==> config.mk <==
export PLATFORM = sky130hd
export DESIGN_NAME = mult_arbiter_flat
export DESIGN_NICKNAME = d
export VERILOG_FILES = /design/src/rtl/mult_arbiter_if.sv /design/src/rtl/mult_arbiter.sv /design/src/flat_wrapper.sv
export SDC_FILE = /design/constraint.sdc
export NUM_CORES = 1
export LEC_CHECK = 0
export CAP_MARGIN = 20
export CORE_AREA = 2 2 160 115
export CTS_CLUSTER_SIZE = 16
export DETAILED_ROUTE_END_ITERATION = 12
export DIE_AREA = 0 0 162 117
export PLACE_DENSITY = 0.84
export SETUP_SLACK_MARGIN = 0.3
export SYNTH_ARGS = -nofsm -noshare
export SYNTH_HDL_FRONTEND = slang
export SYNTH_SLANG_ARGS = --single-unit
==> constraint.sdc <==
create_clock -name clk -period 1.45 [get_ports clk]
set_input_delay 0.29 -clock clk [delete_from_list [all_inputs] [get_ports clk]]
set_output_delay 0.29 -clock clk [all_outputs]
set_load 0.02 [all_outputs]
==> src/rtl/mult_arbiter_if.sv <==
// mult_arbiter_if: request, response and multiplier-side signals of the
// two-requester multiply arbiter.
//   master : the arbiter (drives ready, response and multiplier controls)
//   slave  : the surroundings (requesters, response sink, multiply unit)
interface mult_arbiter_if #(
    parameter int WIDTH = 32
);
    // Requester 0
    logic               req0_valid;
    logic [WIDTH-1:0]   req0_op1;
    logic [WIDTH-1:0]   req0_op2;
    logic               req0_ready;
    // Requester 1
    logic               req1_valid;
    logic [WIDTH-1:0]   req1_op1;
    logic [WIDTH-1:0]   req1_op2;
    logic               req1_ready;
    // Shared response channel
    logic               rsp_valid;
    logic               rsp_id;
    logic [2*WIDTH-1:0] rsp_product;
    logic               rsp_err;
    // Multiply unit
    logic               mult_begin;
    logic [WIDTH-1:0]   mult_op1;
    logic [WIDTH-1:0]   mult_op2;
    logic [2*WIDTH-1:0] product;
    logic               mult_end;

    modport master (
        input  req0_valid, req0_op1, req0_op2,
        output req0_ready,
        input  req1_valid, req1_op1, req1_op2,
        output req1_ready,
        output rsp_valid, rsp_id, rsp_product, rsp_err,
        output mult_begin, mult_op1, mult_op2,
        input  product, mult_end
    );

    modport slave (
        output req0_valid, req0_op1, req0_op2,
        input  req0_ready,
        output req1_valid, req1_op1, req1_op2,
        input  req1_ready,
        input  rsp_valid, rsp_id, rsp_product, rsp_err,
        input  mult_begin, mult_op1, mult_op2,
        output product, mult_end
    );
endinterface

==> src/rtl/mult_arbiter.sv <==
// mult_arbiter: shares one iterative multiply unit between two requesters.
// Round-robin grant in IDLE, level-sensitive mult_begin held through WAIT,
// product returned as a one-cycle rsp_valid pulse tagged with the owner.
// Optional feature: define MULT_ARB_TIMEOUT_EN to abort an operation that
// has not finished after TIMEOUT cycles in WAIT (rsp_err=1, product 0).
module mult_arbiter #(
    parameter int WIDTH   = 32,
    parameter int TIMEOUT = 64
) (
    input  logic           clk,
    input  logic           resetn,
    mult_arbiter_if.master bus
);
    localparam int PW = 2 * WIDTH;

    typedef enum logic [1:0] {
        IDLE = 2'd0,
        WAIT = 2'd1,
        RESP = 2'd2
    } state_t;

    // Parameter sanity: the abort compare needs at least one WAIT cycle.
    if (TIMEOUT < 2) begin : g_bad_timeout
        $error("mult_arbiter: TIMEOUT must be at least 2");
    end

    state_t           state_q, state_d;
    logic             mult_begin_q, mult_begin_d;
    logic [WIDTH-1:0] mult_op1_q, mult_op1_d;
    logic [WIDTH-1:0] mult_op2_q, mult_op2_d;
    logic             rsp_valid_q, rsp_valid_d;
    logic             rsp_id_q, rsp_id_d;
    logic [PW-1:0]    rsp_product_q, rsp_product_d;
    logic             rsp_err_q, rsp_err_d;
    logic             last_grant_q, last_grant_d;
    logic             grant0, grant1;

`ifdef MULT_ARB_TIMEOUT_EN
    localparam int CNT_W = $clog2(TIMEOUT) + 1;
    logic [CNT_W-1:0] cnt_q, cnt_d;
`endif

    // Round-robin grant: only in IDLE; on a tie the requester that did not
    // win last time is granted, so neither side can be starved.
    always_comb begin
        grant0 = 1'b0;
        grant1 = 1'b0;
        if (state_q == IDLE) begin
            grant0 = bus.req0_valid && (!bus.req1_valid || last_grant_q);
            grant1 = bus.req1_valid && (!bus.req0_valid || !last_grant_q);
        end
    end

    // Next-state and next-output logic for the IDLE/WAIT/RESP sequence.
    always_comb begin
        state_d       = state_q;
        mult_begin_d  = mult_begin_q;
        mult_op1_d    = mult_op1_q;
        mult_op2_d    = mult_op2_q;
        rsp_valid_d   = 1'b0;
        rsp_id_d      = rsp_id_q;
        rsp_product_d = rsp_product_q;
        rsp_err_d     = rsp_err_q;
        last_grant_d  = last_grant_q;
`ifdef MULT_ARB_TIMEOUT_EN
        cnt_d         = cnt_q;
`endif
        case (state_q)
            IDLE: begin
                if (grant0) begin
                    mult_op1_d   = bus.req0_op1;
                    mult_op2_d   = bus.req0_op2;
                    mult_begin_d = 1'b1;
                    rsp_id_d     = 1'b0;
                    last_grant_d = 1'b0;
                    state_d      = WAIT;
`ifdef MULT_ARB_TIMEOUT_EN
                    cnt_d        = '0;
`endif
                end else if (grant1) begin
                    mult_op1_d   = bus.req1_op1;
                    mult_op2_d   = bus.req1_op2;
                    mult_begin_d = 1'b1;
                    rsp_id_d     = 1'b1;
                    last_grant_d = 1'b1;
                    state_d      = WAIT;
`ifdef MULT_ARB_TIMEOUT_EN
                    cnt_d        = '0;
`endif
                end
            end
            WAIT: begin
                // mult_end is checked first so a completion on the abort
                // edge still returns the real product.
                if (bus.mult_end) begin
                    rsp_product_d = bus.product;
                    rsp_valid_d   = 1'b1;
                    rsp_err_d     = 1'b0;
                    mult_begin_d  = 1'b0;
                    state_d       = RESP;
`ifdef MULT_ARB_TIMEOUT_EN
                end else if (cnt_q == CNT_W'(TIMEOUT - 1)) begin
                    rsp_product_d = '0;
                    rsp_valid_d   = 1'b1;
                    rsp_err_d     = 1'b1;
                    mult_begin_d  = 1'b0;
                    state_d       = RESP;
                end else begin
                    cnt_d         = cnt_q + 1'b1;
`endif
                end
            end
            RESP: begin
                // mult_begin is already low here and stays low through the
                // following IDLE cycle, giving the multiplier two idle cycles.
                state_d = IDLE;
            end
            default: begin
                state_d      = IDLE;
                mult_begin_d = 1'b0;
            end
        endcase
    end

    // State and registered outputs; reset drops mult_begin at once, which
    // also aborts the multiplier without producing a response.
    always_ff @(posedge clk or negedge resetn) begin
        if (!resetn) begin
            state_q       <= IDLE;
            mult_begin_q  <= 1'b0;
            mult_op1_q    <= '0;
            mult_op2_q    <= '0;
            rsp_valid_q   <= 1'b0;
            rsp_id_q      <= 1'b0;
            rsp_product_q <= '0;
            rsp_err_q     <= 1'b0;
            last_grant_q  <= 1'b1;
        end else begin
            state_q       <= state_d;
            mult_begin_q  <= mult_begin_d;
            mult_op1_q    <= mult_op1_d;
            mult_op2_q    <= mult_op2_d;
            rsp_valid_q   <= rsp_valid_d;
            rsp_id_q      <= rsp_id_d;
            rsp_product_q <= rsp_product_d;
            rsp_err_q     <= rsp_err_d;
            last_grant_q  <= last_grant_d;
        end
    end

`ifdef MULT_ARB_TIMEOUT_EN
    // WAIT-cycle counter for the abort timeout.
    always_ff @(posedge clk or negedge resetn) begin
        if (!resetn) begin
            cnt_q <= '0;
        end else begin
            cnt_q <= cnt_d;
        end
    end
`endif

    assign bus.req0_ready  = grant0;
    assign bus.req1_ready  = grant1;
    assign bus.rsp_valid   = rsp_valid_q;
    assign bus.rsp_id      = rsp_id_q;
    assign bus.rsp_product = rsp_product_q;
    assign bus.rsp_err     = rsp_err_q;
    assign bus.mult_begin  = mult_begin_q;
    assign bus.mult_op1    = mult_op1_q;
    assign bus.mult_op2    = mult_op2_q;
endmodule

==> src/flat_wrapper.sv <==
// flat-port wrapper written by rule: the top's interface ports become plain ports
module mult_arbiter_flat 
#(
    parameter int WIDTH   = 32,
    parameter int TIMEOUT = 64
)
  (clk, resetn, bus_req0_valid, bus_req0_op1, bus_req0_op2, bus_req0_ready, bus_req1_valid, bus_req1_op1, bus_req1_op2, bus_req1_ready, bus_rsp_valid, bus_rsp_id, bus_rsp_product, bus_rsp_err, bus_mult_begin, bus_mult_op1, bus_mult_op2, bus_product, bus_mult_end);
  mult_arbiter_if #(.WIDTH(WIDTH)) bus_i ();
  input  logic clk;
  input  logic resetn;
  input wire logic [$bits(bus_i.req0_valid)-1:0] bus_req0_valid;
  input wire logic [$bits(bus_i.req0_op1)-1:0] bus_req0_op1;
  input wire logic [$bits(bus_i.req0_op2)-1:0] bus_req0_op2;
  output wire logic [$bits(bus_i.req0_ready)-1:0] bus_req0_ready;
  input wire logic [$bits(bus_i.req1_valid)-1:0] bus_req1_valid;
  input wire logic [$bits(bus_i.req1_op1)-1:0] bus_req1_op1;
  input wire logic [$bits(bus_i.req1_op2)-1:0] bus_req1_op2;
  output wire logic [$bits(bus_i.req1_ready)-1:0] bus_req1_ready;
  output wire logic [$bits(bus_i.rsp_valid)-1:0] bus_rsp_valid;
  output wire logic [$bits(bus_i.rsp_id)-1:0] bus_rsp_id;
  output wire logic [$bits(bus_i.rsp_product)-1:0] bus_rsp_product;
  output wire logic [$bits(bus_i.rsp_err)-1:0] bus_rsp_err;
  output wire logic [$bits(bus_i.mult_begin)-1:0] bus_mult_begin;
  output wire logic [$bits(bus_i.mult_op1)-1:0] bus_mult_op1;
  output wire logic [$bits(bus_i.mult_op2)-1:0] bus_mult_op2;
  input wire logic [$bits(bus_i.product)-1:0] bus_product;
  input wire logic [$bits(bus_i.mult_end)-1:0] bus_mult_end;
  assign bus_i.req0_valid = bus_req0_valid;
  assign bus_i.req0_op1 = bus_req0_op1;
  assign bus_i.req0_op2 = bus_req0_op2;
  assign bus_req0_ready = bus_i.req0_ready;
  assign bus_i.req1_valid = bus_req1_valid;
  assign bus_i.req1_op1 = bus_req1_op1;
  assign bus_i.req1_op2 = bus_req1_op2;
  assign bus_req1_ready = bus_i.req1_ready;
  assign bus_rsp_valid = bus_i.rsp_valid;
  assign bus_rsp_id = bus_i.rsp_id;
  assign bus_rsp_product = bus_i.rsp_product;
  assign bus_rsp_err = bus_i.rsp_err;
  assign bus_mult_begin = bus_i.mult_begin;
  assign bus_mult_op1 = bus_i.mult_op1;
  assign bus_mult_op2 = bus_i.mult_op2;
  assign bus_i.product = bus_product;
  assign bus_i.mult_end = bus_mult_end;
  mult_arbiter #(.WIDTH(WIDTH), .TIMEOUT(TIMEOUT)) u_core (.clk(clk), .resetn(resetn), .bus(bus_i));
endmodule
=== Word-level counts from Yosys, hierarchy flattened ===
Index checks and enable logic that the tools add are counted.

* $add $sub $neg: 0
* Bitwise logic cells: 1
* Multipliers: 0
* Reductions and logical operators: 13
* Equal/unequal tests: 4
* $lt $le $gt $ge: 0
* Shifts and indexed selects: 0
* Div/mod/pow operators: 0
* Mux-type cells: 17

{| class="wikitable"
|+ Operators with widths
! operator !! number
|-
| 2-to-1 mux 32 bit || 4
|-
| 2-to-1 mux 1 bit || 8
|-
| 2-to-1 mux 2 bit || 3
|-
| AND reduction 2 bit || 3
|-
| case mux 2 bit (2 select lines) || 1
|-
| zero test 1 bit || 3
|-
| != test 3 bit (second input constant) || 1
|-
| case mux 1 bit (3 select lines) || 1
|-
| AND reduction 3 bit || 1
|-
| equality test 2 x 1 -> 1 bit (second input constant) || 1
|-
| equality test 2 bit (second input constant) || 1
|-
| logical AND 1 bit || 2
|-
| zero test 2 bit || 1
|-
| logical OR 1 bit || 2
|-
| != test 2 bit (second input constant) || 1
|-
| nonzero test 2 bit || 1
|-
| inverter 1 bit || 1
|}

* Input bits: 197
* ROM bits: 0
* Output and inout port bits: 134
* Word-level logic and storage cells: 43
* Bits in writable memories: 0
* Memories kept: 0
* Register bits after elaboration: 134
* Bits in latches: 0

=== Logic depth before layout (Yosys ltp) ===
Gate-level depths: netlist (run 1).

* Depth in word-level cells: 7
* Depth in mapped cells: 6
* Gate-level depth less buffers: 3

=== Worst setup path before layout (run 1) ===
No wires, ideal clock.

* Path type: flip-flop to flip-flop
* Start: register u_core.last_grant_q
* End: register u_core.mult_op2_q[10] (netlist: u_core.bus.mult_op2[10])
* Library setup time: 123 ps
* Cell stages (with the launch flop): 6
* Data arrival time: 1280 ps
* Path buffers: 2
* Path slack: 47 ps
* Required time: 1327 ps
* Cells stage by stage: dfstp_2 > nand2b_1 > buf_4 > clkbuf_1 > nand4b_1 > o221a_1

* Word-level cells in the longest chain between the ends: 6

{| class="wikitable"
|+ Ends and longest elaborated chain
! item !! line !! source
|-
| from (decl) || mult_arbiter.sv:35 || <nowiki>logic last_grant_q, last_grant_d;</nowiki>
|-
| from (signal assigned) || mult_arbiter.sv:147 || <nowiki>last_grant_q <= last_grant_d;</nowiki>
|-
| zero test 1 bit || mult_arbiter.sv:50 || <nowiki>grant1 = bus.req1_valid && (!bus.req0_valid || !last_grant_q);</nowiki>
|-
| logical OR 1 bit || mult_arbiter.sv:50 ||
|-
| logical AND 1 bit || mult_arbiter.sv:50 ||
|-
| 2-to-1 mux 1 bit || mult_arbiter.sv:48 || <nowiki>if (state_q == IDLE) begin</nowiki>
|-
| nonzero test 2 bit (no source line) || n/a ||
|-
| AND reduction 2 bit (no source line) || n/a ||
|-
| to (signal assigned) || mult_arbiter.sv:142 || <nowiki>mult_op2_q <= mult_op2_d;</nowiki>
|-
| to (decl) || mult_arbiter.sv:30 || <nowiki>logic [WIDTH-1:0] mult_op2_q, mult_op2_d;</nowiki>
|}

Parallel ways exist; a longest one is shown, timed or not.
A chain may end at the register's enable or synchronous reset.

=== Worst setup path in the final report (run 1) ===
* Start: register u_core.last_grant_q
* End: output port bus_req0_ready

* Word-level cells in the longest chain between the ends: 3

{| class="wikitable"
|+ Ends and longest elaborated chain
! item !! line !! source
|-
| logical OR 1 bit || mult_arbiter.sv:49 || <nowiki>grant0 = bus.req0_valid && (!bus.req1_valid || last_grant_q);</nowiki>
|-
| logical AND 1 bit || mult_arbiter.sv:49 ||
|-
| 2-to-1 mux 1 bit || mult_arbiter.sv:48 ||
|-
| to (decl) || flat_wrapper.sv:14 || <nowiki>output wire logic [$bits(bus_i.req0_ready)-1:0] bus_req0_ready;</nowiki>
|}

Every way passes these cells.

==> results of run 1 <==
[power groups by stage]
stage / logic (W) / registers (W) / clock network, W
after floorplan: 0.00429 / 0.00887 / 0
after global placement: 0.0116 / 0.00665 / 0
after detailed placement: 0.0118 / 0.00673 / 0
after CTS: 0.0134 / 0.00705 / 0.00472
after global routing: 0.0168 / 0.00733 / 0.00492
final: 0.0161 / 0.00715 / 0.00465
[registers in the layout (all words and copies together) (netlist names)]
register / cells
u_core.bus.rsp_product: 64
u_core.bus.mult_op1: 32
u_core.bus.mult_op2: 32
u_core.state_q: 2
u_core.bus.mult_begin: 1
u_core.bus.rsp_id: 1
u_core.bus.rsp_valid: 1
u_core.last_grant_q: 1
[synth_stat cells]
master    number  share of area (%)
nor2_4         2               0.37
mux2_1        15                2.8
and3_1         1               0.10
a21oi_1        1              0.083
mux2_4        49                 12
o21a_1         1               0.12
dfstp_2        1               0.44
nand2_1        3               0.19
buf_6          5               0.94
nor2_1         1              0.062
nand2b_4       1               0.23
conb_1         1              0.062
inv_1          1              0.062
nand2b_1       1               0.10
buf_12         5                1.7
nand3_2        1               0.17
o221a_1       64                 12
buf_8          1               0.25
clkbuf_1      16                1.0
o21ai_1        3               0.25
dfrtp_1      133                 55
buf_2          5               0.42
clkinv_1       1              0.062
buf_1          1              0.062
nand4b_1      64                9.3
inv_2          1              0.062
o21ai_0        1              0.083
a31oi_1        1               0.10
buf_4         11                1.4
[worst max-delay path, cell delays in order, from the launching register on]
cell	delay, ps
dfstp_2	550
nand2b_4	120
and3_4	190
buf_6	110
[worst min path at each step]
| stage | from | to | slack (ps) | cells after the start |
|---|---|---|---|---|
| after floorplan | resetn | u_core.bus.mult_begin | -6 | 0 |
| after global placement | resetn | u_core.bus.rsp_product[62] | 210 | 1 |
| after detailed placement | resetn | u_core.bus.rsp_product[56] | 200 | 1 |
| after CTS | resetn | u_core.bus.rsp_product[62] | 350 | 2 |
| after global routing | resetn | u_core.bus.rsp_product[62] | 350 | 2 |
| final | resetn | u_core.bus.rsp_product[56] | 350 | 2 |
[layer usage]
metal | wire, um | vias to the layer above | GRT usage [%]
li1 | - | 2475 | -
met1 | 9653 | 2792 | 25.53
met2 | 12520 | 279 | 35.57
met3 | 1823 | 28 | 6.695
met4 | 405 | 0 | 5.310
met5 | 0 | - | 0
[cell families after synthesis]
kind of cell           synth area share [%]
flip-flops                            55.81
buffers and inverters                 5.891
AO/OA/AOI/OAI                         12.64
multiplexers                          15.05
other                               0.06239
AND/OR/NAND/NOR                       10.55
[area by class of cell]
type / instances / area, sq um
Inverter: 3 / 16.27
Clock inverter: 14 / 198.9
Fill cell: 1220 / 5674
Timing Repair Buffer: 485 / 5175
Multi-Input combinational cell: 210 / 2401
Clock buffer: 18 / 429.2
Sequential cell: 134 / 3354
Tap cell: 236 / 295.3
[per-stage QoR]
step | instance area (sq um) | util, %
after CTS | 10890 | 62.10
after detailed placement | 9642 | 54.96
final | 11870 | 67.66
after global placement | 9642 | 54.96
after floorplan | 6086 | -
after global routing | 11870 | 67.66
[repair_timing]
action                                 in CTS  in global routing
setup endpoints to repair                 265                265
pin swaps                                   2                 31
buffers inserted                           51                 48
gates cloned                                0                 20
endpoints found under the hold margin      26                  0
resized for setup                         817                 43
hold buffers                                1                  0
==> results.md, run 1 <==
* Final Hold Viols at 0
* Setup_tns at -8036 ps
* Post-Synthesis Cells at roughly 390
* Syn_area_per_cell at approximately 15 sq um
* Power Dens Cells at roughly 2300 mW/mm^2
* Crit path to: bus_req0_ready
* H-Tree Depth at 4
* Starting Density at about a third
* Chip width at 162 um
* Final Critical Period at approximately 1700 ps
* CP Capture Type: primary output
* Fmax achieved at 596.7 MHz
* Flop pwr share at 25.7%
* Core footprint at about 0.018 sq mm
* Cts bufs inserted at 17
* RR Endpoint: u_core.bus.mult_op2[30]
* TritonCTS clock tree: yes
* Proportion of layout cells with a drive suffix above 1 at 45.72%
* DRC at 0
* Max-slew violations at 0
* Power share of the clock group at between 10% and 20%
* DR vias at ~5.6k
* Antenna diodes at 0
* Crit path from: u_core.last_grant_q
* Total grt overflow at 0
* Layout area overhead at 97.48%
* Logic pwr share at between 50% and 60%
* Overall routed net length at around 24000 um
* Antenna violations before repair at 0
* Via density at 5.067
* Total Power at around 0.028 W
* WL/cell at about 22 um
* Placed cell count at between 900 and 1k
* Worst Path Arrival at between 1000 and 1500 ps
* Maxcap violations at 0
* Root Driver: clkbuf_16
* Reg2reg path depth at 7
* Sink Count at about 130
* Worst EP required at about 1200 ps
* Placer Congestion at about 0.77
* LEAKAGE at slightly above 5 nW
* CP startpoint kind: register
* Smallest hold slack at 345.9 ps
* CP max FO at 2
* Worst skew pair latency at approximately 420 ps
* Setup Skew at approximately 11 ps
* Pre-antenna DRT Iters at 8
* Post-synth cell types at 29
* Area of the die at around 0.019 sq mm
* Final WS setup at -225.8 ps
* Clk buf depth at 2
* Io pins at between 300 and 400
* RSZ-0062 raised after global routing: true
* Commonest non-fill, non-tap cell in the layout: clkdlybuf4s50_1
* Global-route wire length before repair at approximately 30000 um
* Failing checks: setup timing
* Register area share after synthesis at a little under three fifths
* Syn_nets at about 590
* Outcome: finished with violations
* FF+latch count, synth at 134
* Sw Pwr at ~0.01 W
* Yosys warnings at 0
* HP Class: in -> async
* Final cell count without fillers at about 1.1k
* Post-DP HPWL at approximately 14000 um
* WS Path Type: reg -> out
* Final net count at around 1.0k
* Commonest cells after routing, fill and taps aside: clkdlybuf4s50_1 (194), buf_6 (150), dfrtp_1 (133)
* Port buffer count at 329
* Int Pwr at between 0.015 and 0.02 W
* Pre-CTS setup slack at -507.9 ps
* Die height at ~120 um
* ANT nets after route at 0
* Peak VDD IR at 1.137 mV
* Reg2Reg Setup Slack at -200 ps
* GR Util All Layers at between 20 and 25%
* Sw frac at between 30% and 40%
* DRT iter0 DRCs at approximately 340
* RR Startpoint: u_core.state_q[1]
* Vias in the first global route at approximately 5.4k
* Area of the mapped netlist at 0.006011 sq mm
* Largest net degree at the start of global routing at between 40 and 50
* Period utilization at 115.6%
* Clock-pin slew on the worst setup and hold paths at about 60 ps
* Final setup violation count at between 70 and 80
* Num rows at 41
Power figures use the tool's default switching activity.
==> inputs of run 2 (changes only) <==
==> constraint.sdc (replaced) <==
create_clock -name clk -period 1.45 [get_ports clk]
set_input_delay 0.145 -clock clk [delete_from_list [all_inputs] [get_ports clk]]
set_output_delay 0.145 -clock clk [all_outputs]
set_load 0.02 [all_outputs]
==> results.md, run 2 (same netlist as run 1, synthesis figures left out) <==
* CP top delay family: buffers and inverters
* Maxcap violations at 0 (unchanged)
* Chip width at 162 um (unchanged)
* Commonest cells after routing, fill and taps aside: clkdlybuf4s50_1 (194), dfrtp_1 (133), buf_4 (90)
* Antenna diodes at 0 (unchanged)
* LEAKAGE at 4.705 nW (-8.5%)
* Period utilization at 106.8% (-8.8 points)
* Worst EP required at 1750 ps (+590 ps)
* Crit path from: u_core.state_q[0]
* Setup Skew at 8.753 ps (-1.791 ps)
* WS Path Type: reg -> reg
* FILL cells at 1338 (+9.7%)
* Placer Congestion at 0.8029 (+4.9%)
* Hold_sp: bus_req0_valid
* Proportion of layout cells with a drive suffix above 1 at 42.72% (-3.0 points)
* TritonCTS clock tree: yes
* Crit-path slowest cell: dfrtp_1
* Placed Instance Area at 0.009562 sq mm (-0.83%)
* CP startpoint kind: register
* Final Hold Viols at 0 (unchanged)
* Total Power at 0.02487 W (-11%)
* Post-route design area at 0.01095 sq mm (-7.7%)
* ANT nets after route at 0 (unchanged)
* DR vias at 5314 (-4.7%)
* Max reg flops at 64 (unchanged)
* Worst Path Arrival at 1850 ps (+460 ps)
* Max-slew violations at 0 (unchanged)
* H-Tree Depth at 4 (unchanged)
* Post-DP HPWL at 13420 um (-3.1%)
* Layout area overhead at 82.18%
* WL/cell at 21.34 um (-3.8%)
* CP Depth at 7 (+4)
* Area of the die at 0.01895 sq mm (unchanged)
* Final setup violation count at 123 (+62%)
* Commonest non-fill, non-tap cell in the layout: clkdlybuf4s50_1
* Power Dens Cells at 2272 mW/mm^2 (-3.2%)
* Fmax achieved at 646.0 MHz (+8.2%)
* Pre-antenna DRT Iters at 6 (-2)
* CP max FO at 6 (+4)
* Worst path bufs/invs at 4 (+3)
* Failing checks: setup timing
* GR Util All Layers at 19.90% (-0.80 points)
* Setup_tns at -5865 ps (+2172 ps)
* Clock-pin slew on the worst setup and hold paths at 60 ps (about the same)
* Port buffer count at 329 (unchanged)
* Global-route wire length before repair at 28790 um (-4.7%)
* Final Critical Period at 1548 ps (-127.7 ps)
* RSZ-0062 raised after global routing: true
* Core footprint at 0.01754 sq mm (unchanged)
* HP Class: in -> reg
* Final WS setup at -98.11 ps (+127.7 ps)
* Peak VDD IR at 1.122 mV (-1.4%)
* Die height at 117 um (unchanged)
* Clk buf depth at 2 (unchanged)
* Overall routed net length at 22470 um (-7.9%)
* Io pins at 331 (unchanged)
* Cell depth of the worst hold path at 3
* DRT iter0 DRCs at 293 (-14%)
* Num rows at 41 (unchanged)
* DRC at 0 (unchanged)
* Total grt overflow at 0 (unchanged)
* Outcome: finished with violations
* Largest net degree at the start of global routing at 47 (unchanged)
* Slowest stage delay, CP at 420 ps (-130 ps)
* CP Capture Type: register
* Reg2reg path depth at 7 (unchanged)
* Starting Density at 34.26% (unchanged)
* Crit-path cells: buf_6 > nand2b_4 > nor2_4 > buf_4 > buf_12 > buf_8 > mux2_4
* Sink Count at 134 (unchanged)
* Vias in the first global route at 5032 (-6.2%)
* Via density at 5.047 (-0.41%)
* Worst skew pair latency at 410 ps (about the same)
* Root Driver: clkbuf_16
* Final net count at 1001 (-4.5%)
* Antenna violations before repair at 0 (unchanged)
* Cts bufs inserted at 17 (unchanged)
* RR Startpoint: u_core.state_q[0]
[run 2: cell count changes in the layout (fill, tap and decap cells not counted), sizes merged]
cell / before / now
bufinv: 4 / 1
clkinvlp: 1 / 2
buf: 277 / 230
inv: 5 / 11
clkinv: 7 / 3
[run 2: routing by layer]
metal | track usage (%) | vias to the layer above | wire (um)
met4 | 5.251 | 0 | 338
met3 | 7.082 | 19 | 1945
met1 | 25.45 | 2651 | 9177
li1 | - | 2372 | -
met2 | 32.45 | 272 | 11010
met5 | 0 | - | 0
[run 2: layout make-up]
type                       count  area (sq um)  share of cell area (%)
clock inverter                14         151.4                   1.383
tap                          236         295.3                   2.697
inverter                       3         16.27                  0.1485
sequential                   134          3354                   30.63
timing repair buffer         438          4304                   39.31
clock buffer                  18         439.2                   4.011
multi-input combinational    210          2390                   21.82
[run 2: what timing repair did]
action	in CTS	in global routing
pin swaps	2	5
setup endpoints to repair	264	203
endpoints found under the hold margin	134	0
hold buffers	1	0
buffers inserted	10	50
resized for setup	569	131
cloned	2	19
[run 2: worst register-to-register path, delay by kind of cell, from the launching register on]
| kind | cells | cell delay, ps |
|---|---|---|
| and+or+nand+nor | 2 | 220 |
| buffers and inverters | 4 | 510 |
| DFF | 1 | 420 |
| muxes | 1 | 300 |
[run 2: power by group]
group          total, W  internal [W]  switching, W
Sequential      0.00688       0.00563       0.00125
Combinational    0.0136       0.00741       0.00623
Clock           0.00435       0.00249       0.00187
Total            0.0249        0.0155       0.00935
[run 2: through the flow]
step	hold WS [ps]	std cells	worst slack (ps)	utilization, %
after floorplan	-150.6	391	71.99	-
after global placement	58.99	939	-280.5	54.50
after detailed placement	55.49	939	-315.6	54.50
after CTS	132.4	984	-94.03	55.63
after global routing	154.1	1053	-148.5	62.42
final	151.2	1053	-98.11	62.42
[run 2: worst paths after layout]
kind,slack [ps],to
min reg2reg,480,u_core.bus.mult_begin
max in group asynchronous,660,u_core.bus.rsp_product[21]
min in group asynchronous,220,u_core.bus.rsp_product[48]
max reg2reg,-100,u_core.bus.rsp_product[26]
min,150,u_core.bus.mult_begin
max,-100,u_core.bus.rsp_product[26]
==> inputs of run 3 (changes only) <==
--- a/config.mk
+++ b/config.mk
@@ -12,6 +12,7 @@
 export DIE_AREA = 0 0 162 117
 export PLACE_DENSITY = 0.84
 export SETUP_SLACK_MARGIN = 0.3
+export SKIP_CTS_REPAIR_TIMING = 1
 export SYNTH_ARGS = -nofsm -noshare
 export SYNTH_HDL_FRONTEND = slang
 export SYNTH_SLANG_ARGS = --single-unit
==> results.md, run 3 (same netlist as run 1, synthesis figures left out) <==
* DRC at 0 (unchanged)
* TritonCTS clock tree: yes
* WL/cell at 21.22 um (-0.53%)
* Placer Congestion at 0.8029 (unchanged)
* Flop pwr share at 28.0% (+0.3 points)
* Hold_sp: bus_req0_valid
* Total grt overflow at 0 (unchanged)
* HP Class: in -> reg
* Post-route design area at 0.01083 sq mm (-1.1%)
* Post-DP HPWL at 13420 um (unchanged)
* CP startpoint kind: register
* Failing checks: setup timing
* Power share of the clock group at 17.7% (+0.2 points)
* Vias in the first global route at 4878 (-3.1%)
* Outcome: finished with violations
* Final Hold Viols at 0 (unchanged)
* RR Startpoint: u_core.state_q[0]
* Setup Skew at 8.341 ps (-0.4119 ps)
* H-Tree Depth at 4 (unchanged)
* Global-route wire length before repair at 27790 um (-3.4%)
* Fmax achieved at 636.6 MHz (-1.4%)
* Logic pwr share at 54.3% (-0.5 points)
* CP Capture Type: register
* LEAKAGE at 4.646 nW (-1.3%)
* GR Util All Layers at 19.15% (-0.75 points)
* Sink Count at 134 (unchanged)
* Max reg flops at 64 (unchanged)
* RSZ-0062 raised after global routing: true
* Int Pwr at 0.01531 W (-1.4%)
* Io pins at 331 (unchanged)
* Starting Density at 34.26% (unchanged)
* Max-slew violations at 0 (unchanged)
* Period utilization at 108.3% (+1.6 points)
* Hold Path End: u_core.bus.mult_begin
* Die height at 117 um (unchanged)
* ANT nets after route at 0 (unchanged)
* Via density at 5.067 (+0.41%)
* Final Critical Period at 1571 ps (+22.62 ps)
* Peak VDD IR at 1.113 mV (-0.76%)
* WS Path Type: reg -> reg
* Post-layout util at 61.73% (-0.68 points)
* Pre-CTS setup slack at -315.6 ps (unchanged)
* Worst skew pair latency at 410 ps (about the same)
* Largest net degree at the start of global routing at 57 (+21%)
* Commonest cells after routing, fill and taps aside: clkdlybuf4s50_1 (194), dfrtp_1 (133), buf_4 (87)
* DR vias at 5285 (-0.55%)
* Root Driver: clkbuf_16
* Proportion of layout cells with a drive suffix above 1 at 41.51% (-1.2 points)
* Worst Path Arrival at 1860 ps (about the same)
* Maxcap violations at 0 (unchanged)
* DRT iter0 DRCs at 232 (-21%)
* Port buffer count at 329 (unchanged)
* Final cell count without fillers at 1043 (-0.95%)
* Worst EP required at 1740 ps (about the same)
* Reg2Reg Setup Slack at -120 ps (-20 ps)
* Final WS setup at -120.7 ps (-22.62 ps)
* Sw frac at 37.73% (+0.14 points)
* Reg2reg path depth at 6 (-1)
* Core footprint at 0.01754 sq mm (unchanged)
* RR Endpoint: u_core.bus.rsp_product[9]
* Antenna diodes at 0 (unchanged)
* Antenna violations before repair at 0 (unchanged)
* Final net count at 991 (-1.0%)
* Cts bufs inserted at 17 (unchanged)
* Overall routed net length at 22140 um (-1.5%)
* Placed cell count at 939 (unchanged)
* Cell depth of the worst hold path at 3 (unchanged)
* CP max FO at 9 (+3)
* Placed Instance Area at 0.009562 sq mm (unchanged)
* Num rows at 41 (unchanged)
* Clk buf depth at 2 (unchanged)
* Area of the die at 0.01895 sq mm (unchanged)
* Power Dens Cells at 2270 mW/mm^2 (about the same)
* Sw Pwr at 0.009277 W (-0.79%)
* Chip width at 162 um (unchanged)
* Setup_tns at -5658 ps (+206.9 ps)
* Final setup violation count at 108 (-12%)
* Commonest non-fill, non-tap cell in the layout: clkdlybuf4s50_1
* Clock-pin slew on the worst setup and hold paths at 60 ps (about the same)
* Layout area overhead at 80.18%
* Pre-antenna DRT Iters at 5 (-1)
## run 3: worst max path at each step
stage,from,end,slack (ps),cells past startpoint
floorplan,u_core.state_q[1],u_core.bus.rsp_product[0],70,5
global placement,bus_mult_end,u_core.bus.rsp_product[38],-280,5
detailed placement,bus_mult_end,u_core.bus.rsp_product[44],-320,5
CTS,u_core.last_grant_q,bus_req0_ready,-580,3
global route,u_core.state_q[0],u_core.bus.rsp_product[9],-160,6
finish,u_core.state_q[0],u_core.bus.rsp_product[9],-120,6
## run 3: stage by stage
step / power [W] / hold WS (ps)
detailed placement: 0.01841 / 55.49
global route: 0.02571 / 153.4
global placement: 0.01816 / 58.99
finish: 0.02459 / 147.3
CTS: 0.02290 / -399.5
floorplan: 0.01316 / -150.6
## run 3: power groups by stage
stage	Combinational [W]	Clock [W]	Sequential, W
global placement	0.0114	0	0.00673
CTS	0.0117	0.00445	0.00676
finish	0.0134	0.00434	0.00688
global route	0.0140	0.00464	0.00707
floorplan	0.00429	0	0.00887
detailed placement	0.0117	0	0.00673
## run 3: area by class of cell
cell class / count / area, sq um
fill: 1358 / 6714
multi-input combinational: 210 / 2375
tap: 236 / 295.3
inverter: 3 / 16.27
clock buffer: 18 / 439.2
sequential: 134 / 3354
clock inverter: 14 / 151.4
timing repair buffer: 428 / 4199
## run 3: metal layers
metal / routed length (um) / track usage (%)
met3: 1964 / 7.294
met1: 9177 / 24.51
met2: 10670 / 30.84
met5: 0 / 0
met4: 321 / 5.015
## run 3: worst max-delay path, cell delays in order, from the launching register on
cell and delay, ps:
dfrtp_1 410, buf_6 130, nand2b_4 60, nor2_4 200, buf_12 170, clkbuf_16 170
mux2_4 300
